**src/rtl/uart_tx_serializer.sv**
```systemverilog
// UART transmit serializer fed from an FWFT FIFO: start, DW data bits LSB first, optional parity, 1/2 stop bits.
// Optional parity support is compiled in when UART_TX_PARITY_EN is defined.
module uart_tx_serializer #(
  parameter int DW    = 8,
  parameter int DIV_W = 16
) (
  input  logic             i_clk,
  input  logic             i_nrst,
  input  logic             i_tx_en,
  input  logic [DIV_W-1:0] i_baud_div,
  input  logic             i_stop2,
  input  logic             i_parity_en,
  input  logic             i_parity_odd,
  input  logic             i_fifo_valid,
  input  logic [DW-1:0]    i_fifo_data,
  input  logic             i_fifo_parity_error,
  output logic             o_fifo_rd_req,
  output logic             o_txd,
  output logic             o_busy,
  output logic             o_frame_done,
  output logic             o_drop
);

  localparam int CNT_W = $clog2(DW);
  localparam logic [CNT_W-1:0] LAST_BIT = CNT_W'(DW - 1);

  localparam logic [2:0] S_IDLE   = 3'd0;
  localparam logic [2:0] S_START  = 3'd1;
  localparam logic [2:0] S_DATA   = 3'd2;
`ifdef UART_TX_PARITY_EN
  localparam logic [2:0] S_PARITY = 3'd3;
`endif
  localparam logic [2:0] S_STOP   = 3'd4;

  logic [2:0]       state;
  logic [DIV_W-1:0] timer;
  logic [DIV_W-1:0] div_load;
  logic [CNT_W-1:0] bit_cnt;
  logic [DW-1:0]    shift;
  logic             stop2_q;
  logic             stop_idx;
  logic             txd_q;
  logic             bit_end;
  logic             last_stop;
  logic             pop;

`ifdef UART_TX_PARITY_EN
  logic par_en_q;
  logic par_bit_q;
`else
  logic unused_parity;
  assign unused_parity = i_parity_en ^ i_parity_odd;
`endif

  assign div_load  = (i_baud_div == '0) ? '0 : i_baud_div - DIV_W'(1);
  assign bit_end   = (timer == '0);
  assign last_stop = (state == S_STOP) && bit_end && (stop_idx == stop2_q);

  // Gated by i_nrst so the pop strobe is held low while reset is asserted.
  assign pop = i_nrst && i_tx_en && i_fifo_valid && ((state == S_IDLE) || last_stop);

  assign o_fifo_rd_req = pop;
  assign o_drop        = pop && i_fifo_parity_error;
  assign o_frame_done  = last_stop;
  assign o_busy        = (state != S_IDLE);
  assign o_txd         = txd_q;

  always_ff @(posedge i_clk or negedge i_nrst) begin
    if (!i_nrst) begin
      state    <= S_IDLE;
      timer    <= '0;
      bit_cnt  <= '0;
      shift    <= '0;
      stop2_q  <= 1'b0;
      stop_idx <= 1'b0;
      txd_q    <= 1'b1;
`ifdef UART_TX_PARITY_EN
      par_en_q  <= 1'b0;
      par_bit_q <= 1'b0;
`endif
    end else begin
      if (state != S_IDLE && !bit_end)
        timer <= timer - DIV_W'(1);

      case (state)
        S_IDLE: ;
        S_START: begin
          if (bit_end) begin
            state   <= S_DATA;
            bit_cnt <= '0;
            txd_q   <= shift[0];
            timer   <= div_load;
          end
        end
        S_DATA: begin
          if (bit_end) begin
            timer <= div_load;
            if (bit_cnt == LAST_BIT) begin
`ifdef UART_TX_PARITY_EN
              if (par_en_q) begin
                state <= S_PARITY;
                txd_q <= par_bit_q;
              end else begin
                state    <= S_STOP;
                txd_q    <= 1'b1;
                stop_idx <= 1'b0;
              end
`else
              state    <= S_STOP;
              txd_q    <= 1'b1;
              stop_idx <= 1'b0;
`endif
            end else begin
              bit_cnt <= bit_cnt + CNT_W'(1);
              shift   <= shift >> 1;
              txd_q   <= shift[1];
            end
          end
        end
`ifdef UART_TX_PARITY_EN
        S_PARITY: begin
          if (bit_end) begin
            state    <= S_STOP;
            txd_q    <= 1'b1;
            stop_idx <= 1'b0;
            timer    <= div_load;
          end
        end
`endif
        S_STOP: begin
          if (bit_end) begin
            if (!last_stop) begin
              stop_idx <= 1'b1;
              timer    <= div_load;
            end else begin
              state <= S_IDLE;
            end
          end
        end
        default: state <= S_IDLE;
      endcase

      // A pop overrides the STOP->IDLE exit, giving zero-gap back-to-back frames.
      if (pop) begin
        if (i_fifo_parity_error) begin
          state <= S_IDLE;
          txd_q <= 1'b1;
        end else begin
          state   <= S_START;
          txd_q   <= 1'b0;
          timer   <= div_load;
          shift   <= i_fifo_data;
          stop2_q <= i_stop2;
`ifdef UART_TX_PARITY_EN
          par_en_q  <= i_parity_en;
          par_bit_q <= (^i_fifo_data) ^ i_parity_odd;
`endif
        end
      end
    end
  end

endmodule
```
**config.mk**
```make
export PLATFORM = sky130hd
export DESIGN_NAME = uart_tx_serializer
export DESIGN_NICKNAME = d
export VERILOG_FILES = /design/src/rtl/uart_tx_serializer.sv
export SDC_FILE = /design/constraint.sdc
export NUM_CORES = 1
export LEC_CHECK = 0
export CAP_MARGIN = 0
export CORE_MARGIN = 8
export CORE_UTILIZATION = 54
export CTS_CLUSTER_SIZE = 20
export DETAILED_ROUTE_END_ITERATION = 8
export PLACE_DENSITY = 0.91
export SLEW_MARGIN = 20
export SYNTH_ARGS = -nofsm -noshare
export SYNTH_HDL_FRONTEND = slang
export SYNTH_SLANG_ARGS = --single-unit
```
**constraint.sdc**
```tcl
create_clock -name i_clk -period 2.9 [get_ports i_clk]
set_input_delay 0.29 -clock i_clk [delete_from_list [all_inputs] [get_ports i_clk]]
set_output_delay 0.29 -clock i_clk [all_outputs]
set_load 0.01 [all_outputs]
```
## Word level (Yosys, flattened, before mapping)

Cells that the tools add are included.

- Output and inout bits: 5
- Input bits: 32
- Bits in registers: 33
- Word-level logic and storage cells: 86

- Equality and inequality tests: 17
- Bitwise logic cells: 1
- Add/subtract/negate cells: 3
- Reductions and logical operators: 22
- Muxes and demuxes: 36

Operators with widths:

| cell | count |
|---|---|
| $mux 16 | 7 |
| $mux 8 | 5 |
| $logic_not 16->1 | 2 |
| $pmux 16 s2 | 1 |
| $sub 16x1->16 const B | 2 |
| $mux 3 | 9 |
| $ne 3x3->1 const B | 5 |
| $ne 2x2->1 const B | 7 |
| $pmux 3 s4 | 1 |
| $mux 1 | 10 |
| $logic_and 1x1->1 | 7 |
| $eq 3x3->1 const B | 2 |
| $pmux 3 s2 | 1 |
| $reduce_and 6->1 | 1 |
| $reduce_bool 3->1 | 2 |
| $reduce_and 5->1 | 1 |
| $pmux 1 s2 | 2 |
| $reduce_and 4->1 | 1 |
| $reduce_bool 2->1 | 2 |
| $add 3x1->3 const B | 1 |
| $eq 3x1->1 const B | 1 |
| $eq 3x2->1 const B | 1 |
| $logic_not 3->1 | 1 |
| $reduce_and 3->1 | 1 |
| other kinds (6) | 6 |

## Depth between registers and ports, before layout

- Depth after elaboration: 9
- Depth in mapped cells: 9
- Gate-level depth less buffers: 7

## Worst setup path after synthesis

OpenSTA, ideal clock, no wires.

- Path kind: register to register
- From: reg timer[0]
- To: reg shift[1]
- Cell stages (with the launch flop): 9
- Arrival time: 2.135 ns
- Slack: 0.640 ns
- Required time: 2.775 ns
- Clock period less this slack: 2.260 ns
- Path buffers: 1
- Library setup time: 0.125 ns
- Cells stage by stage: dfrtp_1 inv_1 ha_1 nor4b_4 nand4_1 nor4_1 buf_2 mux2_2 mux2_4

- Word-level cells in the longest chain between the ends: 6
- Elaborated cells between the ends (all ways): 9
- Classes of those cells: mux: 4; reduce/logical: 5

Ends and longest elaborated chain:

| what | RTL line | source |
|---|---|---|
| start: declaration | 36 | `logic [DIV_W-1:0] timer;` |
| start signal: assignment | 83 | `timer <= timer - DIV_W'(1);` |
| start signal: assignment | 92 | `timer <= div_load;` |
| start signal: assignment | 97 | `timer <= div_load;` |
| $logic_not 16->1 (*) | 56 | `assign bit_end = (timer == '0);` |
| branches (longest 4 deep; another with $mux 8) | - |  |
| $mux 8 (*) | 144 | `if (pop) begin` |
| end signal: assignment | 115 | `shift <= shift >> 1;` |
| end signal: assignment | 152 | `shift <= i_fifo_data;` |
| end: declaration | 39 | `logic [DW-1:0] shift;` |

Every way passes the cells marked *.
A chain may end at the register's enable or synchronous reset.

## Worst setup path in the final report

- From: reg timer[0]
- To: out o_drop

- Word-level cells in the longest chain between the ends: 6

Ends and longest elaborated chain:

| what | RTL line | source |
|---|---|---|
| $logic_not 16->1 | 56 |  |
| $logic_and 1x1->1 (2 in a row) | 57 | `assign last_stop = (state == S_STOP) && bit_end && (stop_idx == stop2_q);` |
| $logic_or 1x1->1 | 60 | `assign pop = i_nrst && i_tx_en && i_fifo_valid && ((state == S_IDLE) \|\| last_stop);` |
| $logic_and 1x1->1 | 60 |  |
| $logic_and 1x1->1 | 63 | `assign o_drop = pop && i_fifo_parity_error;` |
| end: declaration | 21 | `output logic o_drop` |

No other way between the ends.

==> run summary <==
Final GP Congestion - 0.910
RSZ-0062 raised after global routing - false
Antenna Violating Nets Remaining - 0
startpoint type of the worst setup path - flop
max cap viols - 0
grt ovf - 0
min-delay worst type - primary input to asynchronous set/reset pin
Worst Path Required - 2.61 ns
Worst Path Buf+Inv - 2
vias in the first global route - 1,924
Core Rows - 23
GR Util All Layers - 0.168
CTS tree - yes
synthesized area per cell - 9.62 um2
WP data arrival - 2.44 ns
CP max stage cell - clkdlybuf4s50_1
Hold Buf Count CTS - 0
Final Util - 0.699
syn_nets - 277
status - finished, final reports clean
Layout area overhead - 22.9%
commonest non-fill, non-tap cell in the layout - clkdlybuf4s50_1
Final Non-Filler Cells - 331
Port Buffers - 34
maximum vdd drop - 0.000239 V
commonest register cell after synthesis - dfrtp_1
CTS Buf Count - 5
most frequent cells in the layout - 34 x clkdlybuf4s50_1, 32 x dfrtp_1, 25 x nor2_1
via count - 2,002
violation count after the first detailed-route iteration - 162
initial antenna violation count - 0
Setup TNS - 0 ns
Syn. warnings - 0
relative slew slack - 0.578
Gate Count Post-Synth - 240
crit-path cells - inv_1, ha_1, nor4b_4, and4_2, nand2_4, a21oi_2, and2_1, clkdlybuf4s50_1
Die Area - 6620 um2
library cells used by synthesis - 49
width of the die - 81.4 um
antenna cell count - 0
Tmin final - 2.73 ns
Final Hold Fails - 0
core area - 4060 um2
mapped cell area - 2310 um2
# clock sinks - 33
crit-path max cell delay - 0.53 ns
Seq/Total Area, Yosys - 0.358
dpl cells - 322
Root Buffer - clkbuf_8
clock skew - 0.0110 ns
Net count, final - 317
hpwl dp - 4160 um
Final Total Pwr - 1.12 mW
Starting Density - 0.569
vias per cell - 6.05
CP endpoint kind - primary output
Clock transition at path regs - 0.07 ns
Worst Max-Slew Pin Slew - 0.628 ns
final setup fails - 0
crit-path max FO - 4
first-pass GRT wire length - 8740 um
#FFs+latches synth - 33
Max Clk Rate - 366 MHz
DRC - 0
Pre-antenna DRT Iters - 4
Worst-Skew Late Latency - 0.29 ns
pwr dens - 394 nW/um2
DR WL/cell - 16.5 um
Static Leak - 1.20 nW
number of synthesized flops with an enable pin - 0
height of the die - 81.4 um
clock tree buffer depth - 2
CP delay by family, top - simple AND/OR/NAND/NOR gates
H-Tree Depth - 2
Post-Route WL - 5470 um
max-slew violations - 0
Final Cycle Share - 0.942
ratio of cells with drive above 1 in the final layout - 0.164
FFs w/ async S/R, synth - 1.00
Setup Crit Path Kind - flop to primary output
largest net degree at the start of global routing - 33
I/O pin cnt - 37
==> stage by stage <==
| step | instance area, um2 | worst slack (ns) | hold WS [ns] |
|---|---|---|---|
| after floorplan | 2310 | 0.640 | -0.00559 |
| after global placement | 2740 | 0.246 | 0.474 |
| after detailed placement | 2740 | 0.109 | 0.497 |
| after CTS | 2820 | 0.0278 | 0.204 |
| after global routing | 2840 | 0.0549 | 0.204 |
| final | 2840 | 0.168 | 0.212 |
==> layout make-up <==
type | instances | area [um2]
Clock buffer | 5 | 68.8
Clock inverter | 3 | 17.5
Fill cell | 275 | 1220
Inverter | 5 | 18.8
Multi-Input combinational cell | 193 | 1430
Sequential cell | 33 | 827
Tap cell | 50 | 62.6
Timing Repair Buffer | 42 | 413
==> path summary, 6_finish.rpt <==
| check | from | end | slack (ns) | depth (start not counted) |
|---|---|---|---|---|
| hold / removal | i_nrst | stop2_q | 0.21 | 1 |
| setup reg to reg | timer[0] | shift[1] | 0.43 | 7 |
| min in group i_clk | bit_cnt[0] | bit_cnt[0] | 0.50 | 1 |
| hold reg to reg | bit_cnt[0] | bit_cnt[0] | 0.50 | 1 |
| max in group asynchronous | i_nrst | o_txd | 2.00 | 2 |
| setup / recovery | timer[0] | o_drop | 0.17 | 8 |
==> cells by family (layout without fill, tap and decap cells) <==
| logic type | Yosys count | in the layout | share of synthesized area |
|---|---|---|---|
| buffers and inverters | 14 | 55 | 0.0303 |
| and+or+nand+nor | 101 | 101 | 0.254 |
| adders and majority gates | 5 | 5 | 0.0271 |
| xor gates and xnor gates | 25 | 25 | 0.0949 |
| DFF | 33 | 33 | 0.358 |
| muxes | 27 | 27 | 0.139 |
| AOI/OAI and AO/OA | 35 | 35 | 0.0959 |
==> cell usage after synthesis, types with 5 or more instances <==
library cell / instances / area, um2
dfrtp_1: 32 / 801
nor2_1: 25 / 93.8
a21oi_1: 17 / 85.1
xor2_1: 14 / 123
nor3_1: 13 / 65.1
nand3_1: 11 / 55.1
xnor2_1: 11 / 96.3
mux2i_1: 10 / 100
mux2_2: 9 / 101
nand2_1: 9 / 33.8
mux2_4: 8 / 120
nor4_1: 7 / 43.8
clkbuf_1: 5 / 18.8
ha_1: 5 / 62.6
nand2b_1: 5 / 31.3
==> worst register-to-register path: stages (launching register included) <==
cell      delay (ns)
dfrtp_1         0.40
inv_1           0.12
ha_1            0.17
nor4b_4         0.22
and4_2          0.31
nand2_4         0.07
a2111o_1        0.68
mux2_4          0.39
==> what timing repair did <==
action | in CTS | in global routing
buffers inserted | 0 | 1
hold endpoints to repair | 0 | 0
endpoints found under the setup margin | 0 | 1
gates resized for setup | 0 | 2
==> state kept, by name (all words and copies together), names as in the netlist <==
signal and flops:
shift 8, stop2_q 1, timer 16, o_txd 1, state 3, bit_cnt 3
stop_idx 1
==> power by group <==
group | switching, mW | internal (mW)
sequential | 0.0742 | 0.513
combinational | 0.0889 | 0.108
clock | 0.168 | 0.165
==> metal layers <==
metal	wire, um	vias to the layer above	part of all wire	GRT usage
met5	0	-	0	0
li1	-	959	-	-
met2	2750	74	0.50	0.289
met1	2330	956	0.43	0.196
met4	145	0	0.027	0.0768
met3	245	13	0.045	0.0320
(Power assumes the default switching activity.)
